## config.mk

```make
export PLATFORM = sky130hd
export DESIGN_NAME = n_clic_timer
export DESIGN_NICKNAME = d
export VERILOG_FILES = /design/src/rtl/n_clic_timer_pkg.sv /design/src/rtl/n_clic_timer_csr_rmw.sv /design/src/rtl/n_clic_timer.sv
export SDC_FILE = /design/constraint.sdc
export NUM_CORES = 1
export LEC_CHECK = 0
export BUFFER_PORTS_ARGS = -buffer_cell sky130_fd_sc_hd__buf_2
export CELL_PAD_IN_SITES_DETAIL_PLACEMENT = 0
export CELL_PAD_IN_SITES_GLOBAL_PLACEMENT = 2
export CORE_AREA = 4 4 146 148
export CTS_CLUSTER_DIAMETER = 30
export DETAILED_ROUTE_END_ITERATION = 6
export DIE_AREA = 0 0 150 152
export PLACE_DENSITY = 0.88
export SLEW_MARGIN = 15
export SYNTH_ARGS = -nofsm -noshare
export SYNTH_HDL_FRONTEND = slang
export SYNTH_SLANG_ARGS = --single-unit
```

## constraint.sdc

```tcl
create_clock -name clk -period 4.9 [get_ports clk]
set_clock_uncertainty 0.05 [all_clocks]
set_input_delay 0.49 -clock clk [delete_from_list [all_inputs] [get_ports clk]]
set_output_delay 0.49 -clock clk [all_outputs]
set_load 0.02 [all_outputs]
```

## src/rtl/n_clic_timer_pkg.sv

```systemverilog
// Shared types and constants for the n_clic timer slice.
package n_clic_timer_pkg;

  typedef logic [31:0] word;
  typedef logic [4:0]  r;
  typedef logic [11:0] CsrAddrT;

  // RISC-V funct3 encodings for the Zicsr instructions.
  typedef enum logic [2:0] {
    CSR_RW  = 3'b001,
    CSR_RS  = 3'b010,
    CSR_RC  = 3'b011,
    CSR_RWI = 3'b101,
    CSR_RSI = 3'b110,
    CSR_RCI = 3'b111
  } csr_op_t;

  // Which timer register the current CSR access targets.
  typedef enum logic [1:0] {
    SEL_CTRL,
    SEL_CMP,
    SEL_CNT,
    SEL_NONE
  } timer_sel_t;

  localparam CsrAddrT     TimerCsrBase     = 12'h7C0;
  localparam int unsigned TimerCtrlEn      = 0;
  localparam int unsigned TimerCtrlOneshot = 1;
  localparam int unsigned TimerCtrlPend    = 2;
  localparam int unsigned TimerPscLsb      = 4;
  localparam int unsigned TimerPscMsb      = 7;

endpackage

```

## src/rtl/n_clic_timer_csr_rmw.sv

```systemverilog
// Combinational CSR read-modify-write: derives the new register value and
// whether the instruction actually writes.
module csr_rmw
  import n_clic_timer_pkg::*;
(
  input  word     old_data,
  input  word     opnd,
  input  csr_op_t csr_op,
  input  r        rs1_zimm,
  output word     new_data,
  output logic    write
);

  // Set/clear forms with a zero rs1 index / zimm are pure reads.
  always_comb begin
    new_data = old_data;
    write    = 1'b0;
    case (csr_op)
      CSR_RW, CSR_RWI: begin
        new_data = opnd;
        write    = 1'b1;
      end
      CSR_RS, CSR_RSI: begin
        new_data = old_data | opnd;
        write    = (rs1_zimm != '0);
      end
      CSR_RC, CSR_RCI: begin
        new_data = old_data & ~opnd;
        write    = (rs1_zimm != '0);
      end
      default: begin
        new_data = old_data;
        write    = 1'b0;
      end
    endcase
  end

endmodule

```

## src/rtl/n_clic_timer.sv

```systemverilog
// CSR-mapped periodic / one-shot timer; interrupt source for one n_clic vector.
module n_clic_timer
  import n_clic_timer_pkg::*;
#(
  parameter int unsigned CntWidth = 32,
  parameter CsrAddrT     CsrBase  = TimerCsrBase
) (
  input  logic    clk,
  input  logic    reset,
  input  logic    csr_enable,
  input  CsrAddrT csr_addr,
  input  csr_op_t csr_op,
  input  r        rs1_zimm,
  input  word     rs1_data,
  output word     csr_out,
  input  logic    int_ack,
  output logic    int_pending
);

  localparam logic [CntWidth-1:0] CntOne = CntWidth'(1);

  logic                en;
  logic                oneshot;
  logic [3:0]          psc;
  logic [CntWidth-1:0] cnt;
  logic [CntWidth-1:0] cmp;
  logic [15:0]         presc;
  logic [15:0]         psc_lim;

  CsrAddrT    csr_off;
  timer_sel_t sel;
  word        opnd;
  word        new_data;
  logic       rmw_write;
  logic       ctrl_we;
  logic       cmp_we;
  logic       cnt_we;
  logic       tick;
  logic       evt;

  assign csr_off = csr_addr - CsrBase;

  // Address decode into a register select.
  always_comb begin
    sel = SEL_NONE;
    if (csr_enable) begin
      case (csr_off)
        12'd0:   sel = SEL_CTRL;
        12'd1:   sel = SEL_CMP;
        12'd2:   sel = SEL_CNT;
        default: sel = SEL_NONE;
      endcase
    end
  end

  // Read mux: pre-write value of the addressed register, zero otherwise.
  always_comb begin
    csr_out = '0;
    case (sel)
      SEL_CTRL: begin
        csr_out[TimerCtrlEn]               = en;
        csr_out[TimerCtrlOneshot]          = oneshot;
        csr_out[TimerCtrlPend]             = int_pending;
        csr_out[TimerPscMsb:TimerPscLsb]   = psc;
      end
      SEL_CMP:  csr_out[CntWidth-1:0] = cmp;
      SEL_CNT:  csr_out[CntWidth-1:0] = cnt;
      default:  csr_out = '0;
    endcase
  end

  // Operand selection: immediate forms zero-extend zimm.
  always_comb begin
    opnd = rs1_data;
    if (csr_op inside {CSR_RWI, CSR_RSI, CSR_RCI}) opnd = word'(rs1_zimm);
  end

  csr_rmw u_csr_rmw (
    .old_data (csr_out),
    .opnd     (opnd),
    .csr_op   (csr_op),
    .rs1_zimm (rs1_zimm),
    .new_data (new_data),
    .write    (rmw_write)
  );

  assign ctrl_we = rmw_write && (sel == SEL_CTRL);
  assign cmp_we  = rmw_write && (sel == SEL_CMP);
  assign cnt_we  = rmw_write && (sel == SEL_CNT);

  assign psc_lim = (16'd1 << psc) - 16'd1;
  assign tick    = en && (presc == psc_lim);
  // Event detection always sees the pre-write CNT/CMP.
  assign evt     = tick && (cnt == cmp);

  // Prescaler: free-runs while enabled, wraps on tick, cleared on any CTRL write.
  always_ff @(posedge clk or posedge reset) begin
    if (reset)                 presc <= '0;
    else if (!en || ctrl_we)   presc <= '0;
    else if (tick)             presc <= '0;
    else                       presc <= presc + 16'd1;
  end

  // Counter: CSR write takes priority over the tick update.
  always_ff @(posedge clk or posedge reset) begin
    if (reset)        cnt <= '0;
    else if (cnt_we)  cnt <= new_data[CntWidth-1:0];
    else if (tick)    cnt <= evt ? '0 : cnt + CntOne;
  end

  // Compare register.
  always_ff @(posedge clk or posedge reset) begin
    if (reset)        cmp <= '1;
    else if (cmp_we)  cmp <= new_data[CntWidth-1:0];
  end

  // Control fields; a CTRL write overrides the one-shot EN clear.
  always_ff @(posedge clk or posedge reset) begin
    if (reset) begin
      en      <= 1'b0;
      oneshot <= 1'b0;
      psc     <= '0;
    end else if (ctrl_we) begin
      en      <= new_data[TimerCtrlEn];
      oneshot <= new_data[TimerCtrlOneshot];
      psc     <= new_data[TimerPscMsb:TimerPscLsb];
    end else if (evt && oneshot) begin
      en      <= 1'b0;
    end
  end

  // Pending: hardware event set dominates both ack and software clear.
  always_ff @(posedge clk or posedge reset) begin
    if (reset) int_pending <= 1'b0;
    else       int_pending <= evt | (ctrl_we ? new_data[TimerCtrlPend]
                                             : (int_pending & ~int_ack));
  end

endmodule

```

After elaboration in Yosys (flattened, before gate mapping):

Index checks and enable logic that the tools add are counted.

* memory bits (writable): 0
* bits of input ports: 56
* latch bits: 0
* bits in registers: 87
* memories: 0
* ROM bits: 0

* div/mod/pow operators: 0
* $lt $le $gt $ge: 0
* mux-type cells: 17
* reductions and logical operators: 18
* bitwise gates (word level): 6
* multiply operators: 0
* $add $sub $neg: 4
* shift operators: 1
* eq/ne operators: 12

Operators by type and width (number)
* 32-bit two-way mux: 4
* 32-bit case mux with 3 select lines: 1
* 24-bit case mux with 2 select lines: 1
* 32-bit by 1-bit adder with 32-bit output, second input constant: 1
* 32-bit AND: 1
* 32-bit equality test: 1
* 16-bit two-way mux: 2
* 32-bit NOT: 1
* 32-bit bitwise OR: 1
* 16-bit by 1-bit adder with 16-bit output, second input constant: 1
* 16-bit equality test: 1
* 1-bit by 4-bit left shift with 16-bit output, first input constant: 1
* 16-bit by 1-bit subtractor with 16-bit output, second input constant: 1
* 12-bit by 1-bit equality test with 1-bit output, second input constant: 1
* 12-bit by 2-bit equality test with 1-bit output, second input constant: 1
* 12-bit logical NOT: 1
* 4-bit case mux with 3 select lines: 1
* 12-bit by 11-bit subtractor with 12-bit output, second input constant: 1
* 3-bit equality test, second input constant: 3
* 3-bit case mux with 3 select lines: 1
* 3-bit by 2-bit equality test with 1-bit output, second input constant: 2
* 1-bit logical AND: 6
* 2-bit case mux with 3 select lines: 1
* 2-bit OR reduction: 3
* 16 further kinds: 20

Depth between registers and ports, before layout:

* depth in word-level cells: 10
* depth in mapped cells: 15
* depth with buffers taken out: 13

Modules after synthesis:

From an unflattened synthesis, not the netlist that was laid out.

* cells, all modules: 897
* area, all modules: 7389.6 µm²

Modules (own cells, without submodules)
* n_clic_timer: area each 6372.4 µm², cells an instance 751, sequential area each 2217.1 µm², instances 1
* csr_rmw: area each 1017.2 µm², cells an instance 146, sequential area each 0.0 µm², instances 1

Least setup slack after synthesis:

Ideal clock, no wire load.

* path type: reg-to-reg
* from: register psc[2]
* to: register cnt[16]
* path buffers: 4
* stages on the path, launching flop included: 15
* arrival time: 3.390 ns
* slack: 1.378 ns
* data required time: 4.768 ns
* cell sequence: dfrtp_1 -> clkbuf_1 -> or2_2 -> or3_1 -> ha_1 -> buf_2 -> buf_2 -> nand2_1 -> a21oi_1 -> or3_1 -> a32oi_1 -> nand4b_2 -> buf_6 -> or4_1 -> a31oi_1

* cells in the longest elaborated chain, start to end: 8

Ends and longest elaborated chain
* from (decl): RTL line n_clic_timer.sv:24 `logic [3:0] psc;`
* from (signal assigned): RTL line n_clic_timer.sv:126 `psc <= new_data[TimerPscMsb:TimerPscLsb];`
* 1-bit by 4-bit left shift with 16-bit output (*): RTL line n_clic_timer.sv:91 `assign psc_lim = (16'd1 << psc) - 16'd1;`
* 16-bit by 1-bit subtractor with 16-bit output (*): RTL line n_clic_timer.sv:91
* 16-bit equality test (*): RTL line n_clic_timer.sv:92 `assign tick = en && (presc == psc_lim);`
* 1-bit logical AND (*): RTL line n_clic_timer.sv:92
* 1-bit logical AND: RTL line n_clic_timer.sv:94 `assign evt = tick && (cnt == cmp);`
* 32-bit two-way mux (2 in a row): RTL line n_clic_timer.sv:108 `else if (tick) cnt <= evt ? '0 : cnt + CntOne;`
* 32-bit two-way mux: RTL line n_clic_timer.sv:107 `else if (cnt_we) cnt <= new_data[CntWidth-1:0];`
* to (signal assigned): RTL line n_clic_timer.sv:107
* to (signal assigned): RTL line n_clic_timer.sv:108
* to (decl): RTL line n_clic_timer.sv:25 `logic [CntWidth-1:0] cnt;`

Every way passes the cells marked *; elsewhere a longest branch is shown, timed or not. The select of a mux whose other input is x is not followed.
A chain may end at the register's enable or synchronous reset.

Final worst setup path:

* from: register psc[0]
* to: register cnt[6]

Same word-level chain as after synthesis.

==> results.md <==
- Crit path launch: psc[0]$_DFFE_PP0P_
- Vias in the first global route: 6,338
- Synth Warn #: 0
- Final Util: 0.380
- Worst Hold Class: in2async
- WL per Instance: 18.0 microns
- VDD IR max: 0.135 mV
- Synth Net Count: 927
- Antenna viol nets, final: 0
- DR vias: 6,533
- Post-Syn Area: 6670 sq um
- Worst reg-to-reg setup slack: 970 ps
- Arr. time, crit path: 4160 ps
- Drt via density: 5.53
- Setup TNS: 0 ps
- Number of I/O port buffers: 88
- Diode count: 0
- Fmax: 254 MHz
- Cts hold-fix bufs: 0
- R2r startpoint: psc[0]$_DFFE_PP0P_
- CP endpoint kind: flip-flop
- Num CTS Buffers: 9
- H-tree levels: 3
- Wire length of the first global-routing pass: 34.9 mm
- Final hold viol count: 0
- GRT Total Usage: 0.188
- Synth-to-layout area growth: 14.3%
- # rows: 52
- Power Density: 226 nW/um^2
- Period utilisation layout: 0.803
- DP HPWL: 15.1 mm
- Register area share after synthesis: 0.333
- Die area: 22,800 sq um
- DRC violations left: 0
- Clock Power Share: 0.452
- Worst EP required: 5130 ps
- Die Ht: 152 microns
- R2R Path End: cnt[6]$_DFFE_PP0P_
- Fraction of layout cells with a size suffix above 1: 0.184
- Syn Inst Count: 864
- P_int: 1270 uW
- Critical path class: reg2reg
- Max Slew Vio Count: 0
- Initial Util: 0.333
- Reg2reg path depth: 10
- Leak: 0.00294 uW
- Mean Syn Cell Area: 7.72 sq um
- Post-synth EDFFs: 0
- CTS Sinks: 87
- Finish-stage setup viols: 0
- Postcts setup bufs: 0
- Root buf cell: clkbuf_16
- Worst slew pin tran: 803 ps
- Maxcap violations: 0
- Final min period: 3930 ps
- Max-slew headroom: 0.463
- Worst Setup Start Kind: flip-flop
- Sw Share: 0.263
- Final #Nets: 970
- Gr ovfl total: 0
- NetSw: 454 uW
- Logic gate share of total power: 0.123
- Worst-Skew Late Latency: 350 ps
- Synth unique cells: 63
- Chip width: 150 microns
- Worst-path clk slew: 70 ps
- Core ar.: 20,000 sq um
- RSZ-0062 raised after global routing: no
- DR iter-0 viols: 469
- Primary FF master, synth: dfrtp_1
- Resized Gates After CTS: 0
- Ys async rst share: 1.00
- Overall routed net length: 21.3 mm
- CTS tree: done
- Initial antenna violation count: 0
- I/O Pins: 89
- Largest net degree at the start of global routing: 46
- Gpl congestion: 0.818
- Crit-path max FO: 31
- Status: complete, no violations
- Sequential share of power: 0.425
- Seq cells post-synth: 87
- Drt pass-1 iters: 5
- CTS Buffer Depth: 2
==> through the flow <==
step                total power [uW]  hold WS, ps  worst slack [ps]  cell area (sq um)  std cells
detailed placement               957          434               997               7290       1166
floorplan                        886          414              1380               6670        864
global placement                 955          429              1080               7290       1166
finish                          1720          190               966               7620       1182
global route                    1790          262               636               7620       1182
CTS                             1730          217              1000               7620       1182
==> cell usage after synthesis (all sizes together), types with 5 or more instances <==
cell / count / area, sq um
a211o: 20 / 175
a21oi: 34 / 170
a222oi: 7 / 70.1
a22oi: 30 / 225
a31oi: 48 / 300
and2: 20 / 125
and3: 9 / 56.3
and4: 7 / 61.3
buf: 11 / 57.6
clkbuf: 62 / 233
dfrtp: 55 / 1380
dfstp: 32 / 841
ha: 7 / 87.6
inv: 14 / 52.6
mux2i: 6 / 60.1
nand2: 105 / 394
nand3: 23 / 115
nand4: 10 / 62.6
nor2: 100 / 375
nor2b: 13 / 81.3
nor3: 22 / 110
nor4: 12 / 75.1
o2111ai: 5 / 43.8
o211ai: 6 / 45.0
o21ai: 69 / 345
o22ai: 8 / 50.1
or3: 19 / 119
or4: 8 / 63.8
xnor2: 10 / 87.6
xor2: 41 / 359
==> sequential cells by signal, indices dropped and copies added (netlist names) <==
name / flops
cnt: 32
presc: 16
oneshot: 1
en: 1
cmp: 32
int_pending: 1
psc: 4
==> worst max-delay path by stage <==
stage                     endpoint  depth (start not counted)
6_report        cnt[6]$_DFFE_PP0P_                         10
2_1_floorplan  cnt[16]$_DFFE_PP0P_                         14
3_5_place_dp   cnt[30]$_DFFE_PP0P_                         10
5_1_grt        cnt[22]$_DFFE_PP0P_                         11
3_3_place_gp   cnt[31]$_DFFE_PP0P_                         10
4_1_cts        cnt[22]$_DFFE_PP0P_                         10
==> logic make-up (layout without fill, tap and decap cells) <==
kind of cell | after synthesis | after routing | synth area share
AOI/OAI and AO/OA | 254 | 254 | 0.251
buffers and inverters | 87 | 135 | 0.0514
adders and majority gates | 7 | 7 | 0.0131
DFF | 87 | 87 | 0.333
muxes | 8 | 8 | 0.0124
and+or+nand+nor | 370 | 370 | 0.273
xor gates and xnor gates | 51 | 51 | 0.0670
==> power by group through the flow <==
stage | clock, uW | sequential (uW) | combinational, uW
2_1_floorplan | 0 | 742 | 144
3_3_place_gp | 0 | 745 | 210
3_5_place_dp | 0 | 745 | 212
4_1_cts | 788 | 733 | 213
5_1_grt | 816 | 734 | 241
6_report | 779 | 733 | 212
==> area by class of cell <==
cell class	instances	area (sq um)
clock buffer	10	239
clock inverter	6	90.1
fill	2196	12400
inverter	14	53.8
multi-input combinational	690	4120
sequential	87	2220
tap	270	338
timing repair buffer	105	568
==> critical path, cell delays in order (launching register included) <==
cell and delay (ps):
dfrtp_1 560, or4_4 600, ha_1 440, nand4bb_1 330, a211o_1 290, o221a_2 140
a2111oi_4 360, nand4b_2 130, buf_4 250, or4_1 520, a31oi_1 170
==> per-layer routing <==
metal  GRT usage  wire length [microns]
met5           0                      0
met3      0.0253                    771
met4      0.0492                    416
met2       0.288                   9600
met1       0.278                  10500
==> placed cells by master (no fill, tap or decap), types with 4 or more instances in the layout <==
cell       synthesis  routed
o2111ai_1          5       5
nor2_1           100      98
dfstp_2           32      32
a31oi_1           48      48
ha_1               7       7
nor3b_1            4       4
xnor2_1           10      10
dfrtp_1           55      55
buf_2              7      88
nand2b_1           4       4
and2_1            19      19
a22oi_1           30      30
nor4_1            12      12
nand2_1          105     104
xor2_1            41      41
a211o_1           20      20
buf_4              0      17
nand3_1           23      23
and3_1             9       9
o211ai_1           6       6
clkbuf_16          0       9
a21oi_1           34      34
mux2i_1            6       6
or3_1             19      19
inv_1             14      13
o21ai_1            7       7
a222oi_1           7       7
nand4_1           10      10
o22ai_1            8       8
nor2b_1           13      13
or4_1              7       7
nor3_1            22      22
o21ai_0           62      62
and4_1             7       7
Note: power is estimated with default switching activity, not from simulation.
